--- src/rtl/lifo_pop_stream.sv ---
// LIFO pop stage: issues pops to a synchronous LIFO, captures its registered
// read data one cycle later and re-presents the words as a valid/ready stream
// through a 2-entry buffer.
module lifo_pop_stream #(
  parameter int unsigned data_width = 8
) (
  input  logic                  clk,
  input  logic                  clr_n,
  input  logic                  en,
  input  logic                  lifo_push,
  input  logic                  lifo_full,
  input  logic                  lifo_empty,
  input  logic [data_width-1:0] lifo_data_out,
  output logic                  lifo_pop,
  output logic                  m_valid,
  input  logic                  m_ready,
  output logic [data_width-1:0] m_data,
  output logic                  busy
);

  logic [1:0]            cnt_q, cnt_d;
  logic                  inf_q, inf_d;
  logic                  head_q, head_d;
  logic                  tail_q, tail_d;
  logic [data_width-1:0] mem_q [2];

  logic [1:0] occ;
  logic       arrive;
  logic       depart;
  logic       hon;

  // Occupancy bookkeeping, pop issue and honoured-pop detection.
  always_comb begin
    // cnt max 2 plus inf max 1 fits in two bits
    occ      = cnt_q + {1'b0, inf_q};
    m_valid  = (cnt_q != 2'd0);
    m_data   = mem_q[head_q];
    depart   = m_valid & m_ready;
    arrive   = inf_q;
    busy     = m_valid | inf_q;
    // Only ask when the word is guaranteed a slot on arrival; the full-buffer
    // case relies on a departure at the same edge, hence m_ready -> lifo_pop.
    lifo_pop = clr_n & en & !lifo_empty &
               ((occ < 2'd2) | ((occ == 2'd2) & depart));
    // The LIFO services a push in preference to a pop in the same cycle.
    hon      = lifo_pop & !lifo_empty & !(lifo_push & !lifo_full);
  end

  // Next-state for counters and pointers.
  always_comb begin
    cnt_d  = cnt_q;
    head_d = head_q;
    tail_d = tail_q;
    inf_d  = hon;
    if (arrive) tail_d = ~tail_q;
    if (depart) head_d = ~head_q;
    unique case ({arrive, depart})
      2'b10:   cnt_d = cnt_q + 2'd1;
      2'b01:   cnt_d = cnt_q - 2'd1;
      default: cnt_d = cnt_q;
    endcase
  end

  // State registers; captured data lands in the tail slot.
  always_ff @(posedge clk or negedge clr_n) begin
    if (!clr_n) begin
      cnt_q  <= 2'd0;
      inf_q  <= 1'b0;
      head_q <= 1'b0;
      tail_q <= 1'b0;
      for (int i = 0; i < 2; i++) mem_q[i] <= '0;
    end else begin
      cnt_q  <= cnt_d;
      inf_q  <= inf_d;
      head_q <= head_d;
      tail_q <= tail_d;
      if (arrive) mem_q[tail_q] <= lifo_data_out;
    end
  end

  // An arrival into a full buffer without a departure would drop a word.
  ap_no_overflow: assert property (@(posedge clk) disable iff (!clr_n)
    !(arrive && (cnt_q == 2'd2) && !depart));

endmodule

--- config.mk ---
export PLATFORM = sky130hd
export DESIGN_NAME = lifo_pop_stream
export DESIGN_NICKNAME = d
export VERILOG_FILES = /design/src/rtl/lifo_pop_stream.sv
export SDC_FILE = /design/constraint.sdc
export NUM_CORES = 1
export LEC_CHECK = 0
export BUFFER_PORTS_ARGS = -buffer_cell sky130_fd_sc_hd__buf_4
export CAP_MARGIN = 5
export CORE_MARGIN = 3
export CORE_UTILIZATION = 54
export CTS_CLUSTER_SIZE = 20
export DETAILED_ROUTE_END_ITERATION = 8
export GPL_ROUTABILITY_DRIVEN = 0
export GPL_TIMING_DRIVEN = 0
export HOLD_SLACK_MARGIN = 0.06
export PLACE_DENSITY = 0.82
export SLEW_MARGIN = 20
export SYNTH_ARGS = -nofsm -noshare
export SYNTH_HDL_FRONTEND = slang
export SYNTH_SLANG_ARGS = --single-unit
--- constraint.sdc ---
create_clock -name clk -period 2.2 [get_ports clk]
set_input_delay 0.33 -clock clk [delete_from_list [all_inputs] [get_ports clk]]
set_output_delay 0.33 -clock clk [all_outputs]
set_load 0.005 [all_outputs]
# Yosys cells after proc, flatten, opt, wreduce, memory -nomap -nowiden
# Cells that the tools add are included.
totals:
  memories: 0
  in_bits: 15
  reg_bits: 21
  rom_bits: 0
  output_inout_bits: 11
  ramBits: 0
  latch_bits: 0
classes:
  n_mux: 7
  eq_ne: 3
  n_lt_le_gt_ge: 4
  reduce_logical: 6
  div_mod_pow: 0
  add_sub_neg: 3
  shift: 0
  n_mul: 0
  n_bitwise: 14
ops:
  columns: ["op", "n"]
  rows:
  - ["$mux W8", 4]
  - ["$bwmux W16", 1]
  - ["$and A1 B1 Y1", 8]
  - ["$demux W8 S1", 1]
  - ["$eq A2 B2 Y1 const B", 2]
  - ["$ge A2 B2 Y1 const B", 2]
  - ["$not A1 Y2", 2]
  - ["$pmux W2 S2", 1]
  - ["$reduce_bool A2 Y1", 2]
  - ["$logic_not A1 Y1", 3]
  - ["$add A2 B1 Y2", 1]
  - ["$add A2 B1 Y2 const B", 1]
  - ["$eq A2 B1 Y1 const B", 1]
  - ["$lt A2 B1 Y1 const B", 1]
  - ["$lt A2 B2 Y1 const B", 1]
  - ["$not A1 Y1", 2]
  - ["$or A1 B1 Y1", 2]
  - ["$sub A2 B1 Y2 const B", 1]
  - ["$logic_and A1 B1 Y1", 1]

# Depth between registers and ports, before layout
# Gate-level depths: netlist (run 1).
logic_depth:
  ltp_word: 7
  ltp_mapped: 6

# Worst setup path after synthesis (run 1)
# OpenSTA, ideal clock, no wires.
synth_path:
  path_type: "flip-flop to output port"
  start: "register cnt_q[0]"
  end: "output lifo_pop"
  required_ps: 1870
  n_path_buf: 0
  stages_incl_launch_ff: 5
  t_arrival_ps: 1224
  path_slack_ps: 646
  path_cell_list: "dfrtp_1 > ha_1 > and2b_1 > nor3b_1 > nor3_1"
synth_between:
  elab_chain_cells: 5
  word_cells_on_any_way: 8
synth_lines:
  columns: ["element", "line_no", "text"]
  rows:
  - ["start: declaration", "21", "logic [1:0] cnt_q, cnt_d;"]
  - ["start signal: assignment", "73", "cnt_q <= cnt_d;"]
  - ["$add A2 B1 Y2 / $reduce_bool A2 Y1 (equally long branches)", "35, 36", null]
  - ["$eq A2 B2 Y1 / $and A1 B1 Y1 (equally long branches)", "44, 38", null]
  - ["$and A1 B1 Y1", "44", "((occ < 2'd2) | ((occ == 2'd2) & depart));"]
  - ["$or A1 B1 Y1 *", "44", null]
  - ["$and A1 B1 Y1 *", "43", "lifo_pop = clr_n & en & !lifo_empty &"]
  - ["end: declaration", "14", "output logic lifo_pop,"]
# Every way passes the cells marked *; elsewhere a longest branch is shown, timed or not.

# Worst setup path after layout (run 1)
# Same ends and word-level chain as after synthesis.

==> metrics.log, run 1 <==
[metrics] run status: completed
[metrics] Setup crit start kind: register
[metrics] Tightest Pin Transition: 0.275 ns
[metrics] later-pin clock latency in the skew report: roughly 0.3 ns
[metrics] drt initial violations: 2
[metrics] fraction of power spent switching nets: between 20% and 30%
[metrics] effective utilization at floorplan: roughly 61%
[metrics] cts bufs inserted: 3
[metrics] Post-synth top cells: mux2_2, dfrtp_1, xor2_1, ha_1, xnor2_1
[metrics] crit path buf inv count: 1
[metrics] required time of the critical path: between 1.5 and 2 ns
[metrics] clock tree from TritonCTS: yes
[metrics] Core Footprint: about 1600 um2
[metrics] post-synth design cell area: approximately 970 um2
[metrics] overall die width: ~48 um
[metrics] clock tree root driver cell: clkbuf_4
[metrics] Power Density: roughly 1300 nW/um2
[metrics] headroom to the max-slew limit: about four fifths
[metrics] detailed-route DRC error count: 0
[metrics] count of nets left with antenna violations after detail routing: 0
[metrics] met3 wire length: slightly above 90 um
[metrics] most used standard cell by instance count after synthesis: mux2_2
[metrics] part of the total power dissipated in the clock network: between 10% and 20%
[metrics] Fin Clk Skew: around 0.0085 ns
[metrics] unique cell type count in the Yosys netlist: 21
[metrics] highest fanout seen on the critical path: 6
[metrics] ranking of synthesized cells by area: dfrtp_1, mux2_2, xor2_1
[metrics] library cell occupying the most area in the post-synthesis netlist: dfrtp_1
[metrics] post-detailed-route via-to-cell ratio: 5.12
[metrics] Final Max Tran Viols: 0
[metrics] Final Cycle Share: between 90% and 100%
[metrics] first-pass iteration count of the detailed router: 2
[metrics] number of max-capacitance violations reported: 0
[metrics] total leakage power: between 0.0005 and 0.0006 uW
[metrics] kind of end point of the critical path: output pin
[metrics] routed wl met2: slightly below 900 um
[metrics] post-route minimum period: approximately 2.1 ns
[metrics] max incr delay on CP: 0.47 ns
[metrics] vias in the first global route: ~680
[metrics] top-level I/O count: 26
[metrics] proportion of register bits with asynchronous set or reset after synthesis: between 90% and 100%
[metrics] net count of the finished layout: 116
[metrics] all-layer global routing usage: 17.3%
[metrics] DIE HEIGHT: 48.5 um
[metrics] category of the most critical setup path: reg2out
[metrics] Fmax: around 0.48 GHz
[metrics] average size of a mapped cell: around 14 um2
[metrics] slowest stage cell, crit path: dfrtp_2
[metrics] overall die area: between 2000 and 2500 um2
[metrics] internal power consumption: 1120 uW
[metrics] clock sinks: 21
[metrics] number of antenna violations at the first check in global routing: 0
[metrics] number of hold-slack violations in the final timing report: 0
[metrics] CTS max path bufs: 2
[metrics] sequential group share of total power: between 40% and 50%
[metrics] total routed wirelength: about 1.7 mm
[metrics] placed wire-length estimate after detailed placement: about 1.3 mm
[metrics] average wire length per cell after detail routing: roughly 14 um
[metrics] Setup-failing EPs final: 0
[metrics] Logic pwr share: 45.6%
[metrics] CP delay by family, top: flip-flops
[metrics] PortBufs: 25
[metrics] growth of design area from synthesis to finish: 26.7%
[metrics] Core Rows: 14
[metrics] first-pass GRT wire length: approximately 3.1 mm
[metrics] clock slew at the register clock pins of the worst setup and hold paths: ~0.11 ns
[metrics] P_sw: ~470 uW
[metrics] flops & latches, synth: 21
[metrics] highest metal layer with signal wires: met4
[metrics] via count of the routed design: roughly 630
[metrics] Setup Total Neg Slack: 0 ns
[metrics] maximum vdd drop: slightly below 800 uV
[metrics] Post-synth EDFFs: 0
[metrics] sequential fraction of the synthesis area: 53.9%
[metrics] share of post-route cells with drive strength above 1: around 62%
[metrics] class of the most critical hold timing path: in2reg
[metrics] wire length on met1: 743 um
[metrics] Yosys warning total: 0
[metrics] pin count of the biggest net entering global routing: 23
[metrics] dominant register cell in the synthesized netlist: dfrtp_1
[metrics] Crit path arrival time: 1.75 ns
[metrics] number of H-tree levels: 1
[metrics] Synthesized Nets: 85
[metrics] buffers inserted by post-CTS timing repair: 0
[metrics] total grt overflow: 0
[metrics] Antenna Diode Count: 0
[metrics] number of standard cells after synthesis: just under 70
[metrics] Synth top area share: 53.9%
[metrics] RSZ-0062 raised after global routing: no
[metrics] Cell Chain, Critical Path: ha_1 -> and2b_1 -> a21oi_1 -> nor3_1 -> buf_4
[metrics] worst hold slack: just over 0.2 ns
## through the flow
step	util, %	total power, uW	worst slack, ns	std cells	area (um2)
global placement	74.8	1390	0.458	117	1190
detailed placement	74.8	1420	0.397	117	1190
global route	77.5	1720	0.0310	122	1230
floorplan	-	1110	0.646	68	975
finish	77.5	1590	0.119	122	1230
CTS	77.1	1610	0.0263	122	1230
## routing by layer
layer / track usage [%] / vias up
li1: - / 298
met1: 22.5 / 305
met2: 28.9 / 18
met3: 3.68 / 4
met4: 5.69 / 0
met5: 0 / -
## registers in the layout (all words and copies together) (netlist names)
signal,flops
head_q,1
arrive,1
tail_q,1
cnt_q,2
mem_q,16
## worst reg2reg max path, stage by stage (launching register included)
cell and delay, ns:
dfrtp_2 0.47, or2_1 0.25, and2_4 0.17, ha_1 0.29
nor2_1 0.15, xor2_1 0.16
## logic make-up (layout without fill, tap and decap cells)
group                      Yosys count  in the layout  synth area share (%)
buffers and inverters                3             33                  1.28
AOI/OAI and AO/OA                    2              2                  2.05
muxes                               24             24                  27.7
and+or+nand+nor                     11             11                  7.96
DFF                                 21             21                  53.9
adders and majority gates            2              2                  2.57
xor gates and xnor gates             5              5                  4.49
## placed cells by master (no fill, tap or decap), drive strengths merged
cell type and n:
clkbuf 4, nor2 2, or3 1, and2b 1, mux2 24, nand2 1, xor2 3, nor3b 1
buf 26, and2 1, dlygate4sd3 1, xnor2 2, a2111oi 1, nand3b 1, ha 2, dfrtp 21
nand2b 1, or2 1, inv 2, nor3 1, a21oi 1
## what timing repair did
action,in CTS,in global routing
endpoints found under the setup margin,0,1
hold endpoints to repair,21,0
hold buffers,1,0
gates resized for setup,0,2
## final timing paths
kind	slack, ns	startpoint	endpoint	cells after the start
max in group asynchronous	1.51	clr_n	cnt_q[0]	2
min reg2reg	0.51	mem_q[1]	mem_q[1]	1
max	0.12	cnt_q[0]	lifo_pop	5
max reg2reg	0.65	cnt_q[0]	cnt_q[1]	5
min in group asynchronous	0.46	clr_n	cnt_q[1]	2
min	0.20	lifo_push	arrive	2
## power groups by stage
stage / logic, uW / registers [uW] / clock network [uW]
finish: 726 / 688 / 180
global route: 802 / 719 / 202
CTS: 734 / 687 / 189
detailed placement: 729 / 694 / 0
global placement: 706 / 681 / 0
floorplan: 447 / 664 / 0
## cell type report
| type | count | area [um2] |
|---|---|---|
| Inverter | 2 | 7.51 |
| Multi-Input combinational cell | 44 | 442 |
| Tap cell | 24 | 30.0 |
| Buffer | 1 | 5.00 |
| Clock buffer | 4 | 26.3 |
| Timing Repair Buffer | 26 | 198 |
| Fill cell | 108 | 359 |
| Sequential cell | 21 | 527 |
Note: power is estimated with default switching activity, not from simulation.
==> inputs of run 2 (changes only) <==
Settings changed: CORE_UTILIZATION 54 to 50, PLACE_DENSITY 0.82 to 0.76, REMOVE_ABC_BUFFERS from default to 1.
Clock period 2.2 ns to 1.99 ns, I/O delays scaled along.
==> run 2 against run 1 <==
Against the previous run: critical path depth unchanged; hold slack worse by 0.043 ns; power up 14%; setup slack worse by 0.078 ns; flip-flop and latch count unchanged; first-iteration DRC count down 50%; clock skew down 0.0078 ns; clock power up 7%; register-to-register slack worse by 0.38 ns; combinational power up 15%; critical path type unchanged; largest cell class unchanged.
==> metrics.log, run 2 (synthesis gave the netlist of run 1 again) <==
[metrics] kind of end point of the critical path: output pin
[metrics] later-pin clock latency in the skew report: 0.28 ns (-0.02 ns)
[metrics] PortBufs: 25 (unchanged)
[metrics] Tightest Pin Transition: 0.426 ns (+0.151 ns)
[metrics] growth of design area from synthesis to finish: 32.1%
[metrics] commonest cells after routing, fill and taps aside: buf_4, mux2_2, dfrtp_1, xor2_1, clkbuf_4
[metrics] internal power consumption: 1280 uW (+14%)
[metrics] total routed wirelength: 1.68 mm (-2.2%)
[metrics] total grt overflow: 0 (unchanged)
[metrics] share of post-route cells with drive strength above 1: 68.0% (+5.8 points)
[metrics] class of the most critical hold timing path: in2reg
[metrics] overall die width: 50.2 um (+3.4%)
[metrics] post-detailed-route via-to-cell ratio: 5.18 (+1.0%)
[metrics] first-pass GRT wire length: 2.68 mm (-14%)
[metrics] cts bufs inserted: 3 (unchanged)
[metrics] sequential group share of total power: 43.7% (+0.5 points)
[metrics] Power Density: 1410 nW/um2 (+9.3%)
[metrics] Final Cycle Share: between 90% and 100%
[metrics] CTS max path bufs: 2 (unchanged)
[metrics] most common library cell in the layout ignoring fill and taps: buf_4
[metrics] number of H-tree levels: 1 (unchanged)
[metrics] part of the total power dissipated in the clock network: 10.6% (-0.7 points)
[metrics] Final Max Tran Viols: 0 (unchanged)
[metrics] final design utilization: 72.2% (-5.3 points)
[metrics] setup slack after layout: 0.0415 ns (-0.0777 ns)
[metrics] DIE HEIGHT: 50.2 um (+3.4%)
[metrics] P_sw: 537 uW (+14%)
[metrics] all-layer global routing usage: 14.1% (-3.2 points)
[metrics] Setup-failing EPs final: 0 (unchanged)
[metrics] post-route minimum period: around 2 ns
[metrics] fill count: 131 (+21%)
[metrics] Core Rows: 15 (+1)
[metrics] overall die area: 2520 um2 (+7.0%)
[metrics] Crit path arrival time: 1.65 ns (-0.10 ns)
[metrics] maximum vdd drop: 807 uV (+3.6%)
[metrics] drt initial violations: 1 (-1)
[metrics] clock tree from TritonCTS: yes
[metrics] sequential cell area: 528 um2 (+0.24%)
[metrics] effective utilization at floorplan: 54.7% (-6.5 points)
[metrics] number of flip-flops in the largest register: 16 (unchanged)
[metrics] clock tree root driver cell: clkbuf_4
[metrics] Fin Clk Skew: 0.000701 ns (-0.00779 ns)
[metrics] clock sinks: 21 (unchanged)
[metrics] first-pass iteration count of the detailed router: 2 (unchanged)
[metrics] net count of the finished layout: 118 (+1.7%)
[metrics] headroom to the max-slew limit: 71.6% (-10 points)
[metrics] total leakage power: 0.000575 uW (+1.9%)
[metrics] count of nets left with antenna violations after detail routing: 0 (unchanged)
[metrics] Logic pwr share: 45.8% (+0.2 points)
[metrics] number of hold-slack violations in the final timing report: 0 (unchanged)
[metrics] Antenna Diode Count: 0 (unchanged)
[metrics] fraction of power spent switching nets: 29.6% (about the same)
[metrics] worst-case setup slack after placement: 0.258 ns (-0.139 ns)
[metrics] startpoint of the tightest hold check path: lifo_push
[metrics] vias in the first global route: 643 (-5.2%)
[metrics] required time of the critical path: 1.69 ns (-0.18 ns)
[metrics] via count of the routed design: 647 (+3.5%)
[metrics] Core Footprint: 1780 um2 (+12%)
[metrics] run status: completed
[metrics] Fmax: roughly 0.51 GHz
[metrics] placed wire-length estimate after detailed placement: 1.19 mm (-7.4%)
[metrics] category of the most critical setup path: reg2out
[metrics] worst reg2reg path startpoint: cnt_q[0]
[metrics] number of antenna violations at the first check in global routing: 0 (unchanged)
[metrics] detailed-route DRC error count: 0 (unchanged)
[metrics] multi-input combinational cell area: 470 um2 (+6.5%)
[metrics] average wire length per cell after detail routing: 13.4 um (-4.6%)
[metrics] largest registers: mem_q x16, cnt_q x2
[metrics] Setup crit start kind: register
[metrics] critical path launch point: arrive
[metrics] cell count after placement: 117 (unchanged)
[metrics] post-layout instance count excluding filler cells: 125 (+2.5%)
[metrics] clock slew at the register clock pins of the worst setup and hold paths: 0.11 ns (about the same)
[metrics] pin count of the biggest net entering global routing: 23 (unchanged)
[metrics] number of max-capacitance violations reported: 0 (unchanged)
[metrics] highest fanout seen on the critical path: 3 (-3)
[metrics] RSZ-0062 raised after global routing: yes
[metrics] register with the most flip-flops: mem_q
[metrics] top-level I/O count: 26 (unchanged)
run 2: repair_timing:
action	4_1_cts	5_1_grt
pin swaps	0	2
endpoints found under the hold margin	21	0
setup buffers	1	2
resized for setup	3	6
gates cloned	0	0
hold buffers	1	0
endpoints found under the setup margin	1	1
run 2: area by class of cell:
type	instances	area share [%]
well taps	25	2.43
inverters	2	0.583
clock buffers	4	2.04
multi-input cells	44	36.5
repair buffers	29	17.4
flip-flops and latches	21	41.0
run 2: power groups by stage:
stage	Combinational (uW)	Clock [uW]	Sequential, uW
after floorplan	461	0	758
after CTS	792	200	789
after global placement	737	0	792
final	832	192	793
after global routing	902	227	821
after detailed placement	754	0	807
run 2: critical path, stage by stage, from the launching register on:
cell and delay [ns]:
dfrtp_2 0.45, ha_4 0.26, and2b_2 0.23, nor3b_4 0.23
nor3_2 0.06, buf_4 0.13
run 2: metrics by stage:
step	hold WS, ns	setup TNS [ns]	cell area, um2	power (uW)
after floorplan	0.00291	0	970	1220
after global placement	0.200	0	1190	1530
after detailed placement	0.199	0	1190	1560
after CTS	0.159	0	1240	1780
after global routing	0.128	-0.0493	1290	1950
final	0.161	0	1290	1820
run 2: worst paths after layout:
check / endpoint / slack (ns) / depth (start not counted)
worst min register to register: mem_q[6] / 0.51 / 1
max in group asynchronous: cnt_q[0] / 1.40 / 2
min in group asynchronous: mem_q[9] / 0.40 / 2
worst min-delay path: arrive / 0.16 / 2
worst max register to register: cnt_q[1] / 0.27 / 6
worst max-delay path: lifo_pop / 0.04 / 5
run 2: per-layer routing:
layer | vias to the layer above | GRT usage, % | wire length [um]
met3 | 2 | 3.26 | 108
met5 | - | 0 | 0
li1 | 304 | - | -
met2 | 17 | 24.8 | 834
met1 | 324 | 17.1 | 720
met4 | 0 | 4.15 | 17
==> inputs of run 3 (changes only) <==
==> constraint.sdc (replaced) <==
create_clock -name clk -period 1.99 [get_ports clk]
set_input_delay 0.0995 -clock clk [delete_from_list [all_inputs] [get_ports clk]]
set_output_delay 0.0995 -clock clk [all_outputs]
set_load 0.005 [all_outputs]
==> run 3 against run 2 <==
Against the previous run: flip-flop and latch count did not move; critical path depth did not move; cell count rose by 5.6%; core utilization rose by 2.5 points; routed wire length rose by 1.5%; maximum frequency rose by 7.5%; critical path type unchanged.
==> metrics.log, run 3 (synthesis gave the netlist of run 1 again) <==
[metrics] run status: completed
[metrics] worst reg2reg path startpoint: cnt_q[0]
[metrics] Fmax: 0.552 GHz (+7.5%)
[metrics] Final Max Tran Viols: 0 (unchanged)
[metrics] total leakage power: 0.000602 uW (+4.7%)
[metrics] CTS max path bufs: 2 (unchanged)
[metrics] clock tree from TritonCTS: yes
[metrics] clock slew at the register clock pins of the worst setup and hold paths: 0.11 ns (about the same)
[metrics] highest fanout seen on the critical path: 6 (+3)
[metrics] Core Rows: 15 (unchanged)
[metrics] first-pass iteration count of the detailed router: 2 (unchanged)
[metrics] headroom to the max-slew limit: 71.6% (about the same)
[metrics] most common library cell in the layout ignoring fill and taps: buf_4
[metrics] clock sinks: 21 (unchanged)
[metrics] detailed-route DRC error count: 0 (unchanged)
[metrics] post-layout instance count excluding filler cells: 132 (+5.6%)
[metrics] highest metal layer with signal wires: met4
[metrics] number of H-tree levels: 1 (unchanged)
[metrics] register with the most flip-flops: mem_q
[metrics] net count of the finished layout: 125 (+5.9%)
[metrics] class of the most critical hold timing path: in2reg
[metrics] share of post-route cells with drive strength above 1: 56.1% (-12 points)
[metrics] post-detailed-route via-to-cell ratio: 5.05 (-2.5%)
[metrics] reg-to-reg endpoint: cnt_q[1]
[metrics] post-route minimum period: 1.81 ns (-0.137 ns)
[metrics] cell count after placement: 117 (unchanged)
[metrics] first-pass GRT wire length: 2.84 mm (+5.9%)
[metrics] number of hold-slack violations in the final timing report: 0 (unchanged)
[metrics] cts bufs inserted: 3 (unchanged)
[metrics] maximum vdd drop: 812 uV (+0.65%)
[metrics] critical path launch point: cnt_q[0]
[metrics] all-layer global routing usage: 15.0% (+0.89 points)
[metrics] Tightest Pin Transition: 0.426 ns (-0.000318 ns)
[metrics] largest registers: mem_q x16, cnt_q x2
[metrics] depth of the most critical reg-to-reg path: 5 (-1)
[metrics] number of max-capacitance violations reported: 0 (unchanged)
[metrics] total power after layout: 1760 uW (-2.9%)
[metrics] clock tree root driver cell: clkbuf_4
[metrics] later-pin clock latency in the skew report: 0.29 ns (about the same)
[metrics] routed wl met2: 816 um (-2.2%)
[metrics] Antenna Diode Count: 0 (unchanged)
[metrics] met3 wire length: 83 um (-23%)
[metrics] commonest cells after routing, fill and taps aside: buf_4, mux2_2, dfrtp_1, dlygate4sd3_1
[metrics] total routed wirelength: 1.71 mm (+1.5%)
[metrics] worst reg-to-reg setup slack: 0.40 ns (+0.13 ns)
[metrics] overall die area: 2520 um2 (unchanged)
[metrics] average wire length per cell after detail routing: 12.9 um (-3.9%)
[metrics] effective utilization at floorplan: 54.7% (unchanged)
[metrics] worst hold slack: 0.111 ns (-0.0495 ns)
[metrics] Crit path arrival time: 1.71 ns (+0.06 ns)
[metrics] Power Density: 1330 nW/um2 (-6.1%)
[metrics] category of the most critical setup path: reg2out
[metrics] Fin Clk Skew: 0.00229 ns (+0.00159 ns)
[metrics] Final Cycle Share: 91.0% (-6.9 points)
[metrics] drt initial violations: 3 (+2)
[metrics] number of flip-flops in the largest register: 16 (unchanged)
[metrics] overall die width: 50.2 um (unchanged)
[metrics] Worst setup endpoint: lifo_pop
[metrics] pin count of the biggest net entering global routing: 23 (unchanged)
[metrics] PortBufs: 25 (unchanged)
[metrics] wire length on met1: 788 um (+9.4%)
[metrics] area of all placed cells without fillers: 1330 um2 (+3.4%)
[metrics] via count of the routed design: 666 (+2.9%)
[metrics] DIE HEIGHT: 50.2 um (unchanged)
[metrics] kind of end point of the critical path: output pin
[metrics] count of nets left with antenna violations after detail routing: 0 (unchanged)
[metrics] top-level I/O count: 26 (unchanged)
[metrics] number of antenna violations at the first check in global routing: 0 (unchanged)
[metrics] total grt overflow: 0 (unchanged)
[metrics] placed wire-length estimate after detailed placement: 1.19 mm (unchanged)
[metrics] placed standard-cell area: 1190 um2 (unchanged)
[metrics] RSZ-0062 raised after global routing: no
[metrics] Setup Total Neg Slack: 0 ns (unchanged)
[metrics] required time of the critical path: 1.89 ns (+0.20 ns)
[metrics] Core Footprint: 1780 um2 (unchanged)
[metrics] vias in the first global route: 655 (+1.9%)
[metrics] Setup-failing EPs final: 0 (unchanged)
[metrics] growth of design area from synthesis to finish: 36.6%
[metrics] Setup crit start kind: register
[metrics] fill count: 111 (-15%)
## run 3: how the worst min path moves through the flow
stage | endpoint | slack (ns) | startpoint | depth (start not counted)
4_1_cts | arrive | 0.09 | lifo_empty | 3
6_report | head_q | 0.11 | m_ready | 3
3_5_place_dp | mem_q[9] | -0.0003 | clr_n | 1
3_3_place_gp | mem_q[9] | 0.001 | clr_n | 1
5_1_grt | head_q | 0.09 | m_ready | 3
2_1_floorplan | arrive | -0.20 | clr_n | 0
## run 3: power by group
group,internal [uW],switching (uW),total [uW]
combinational,533,239,773
clock,77.7,115,193
sequential,636,162,798
## run 3: critical path: stages (launching register included)
cell and delay (ns):
dfrtp_2 0.47, ha_1 0.30, and2b_1 0.23, a21oi_1 0.10, nor3_1 0.20, buf_4 0.14
## run 3: final cells by class
| class | instances | area, um2 | share of cell area [%] |
|---|---|---|---|
| flip-flops and latches | 21 | 527 | 39.6 |
| well taps | 25 | 31.3 | 2.35 |
| repair buffers | 36 | 298 | 22.4 |
| clock buffers | 4 | 26.3 | 1.97 |
| multi-input cells | 44 | 442 | 33.2 |
| inverters | 2 | 7.51 | 0.564 |
## run 3: through the flow
stage | util, % | worst slack [ns]
floorplan | - | 0.518
global placement | 66.7 | 0.469
detailed placement | 66.7 | 0.435
CTS | 74.3 | 0.105
global route | 74.7 | 0.0218
finish | 74.7 | 0.178
## run 3: repair_timing
action | in CTS | in global routing
gates resized for setup | 0 | 2
setup buffers | 0 | 0
endpoints found under the setup margin | 0 | 1
hold buffers | 11 | 0
endpoints found under the hold margin | 38 | 0
## run 3: metal layers
layer,vias up,global-route usage [%]
met5,-,0
met4,0,4.15
met3,2,2.97
met2,17,26.3
met1,329,18.6
li1,318,-
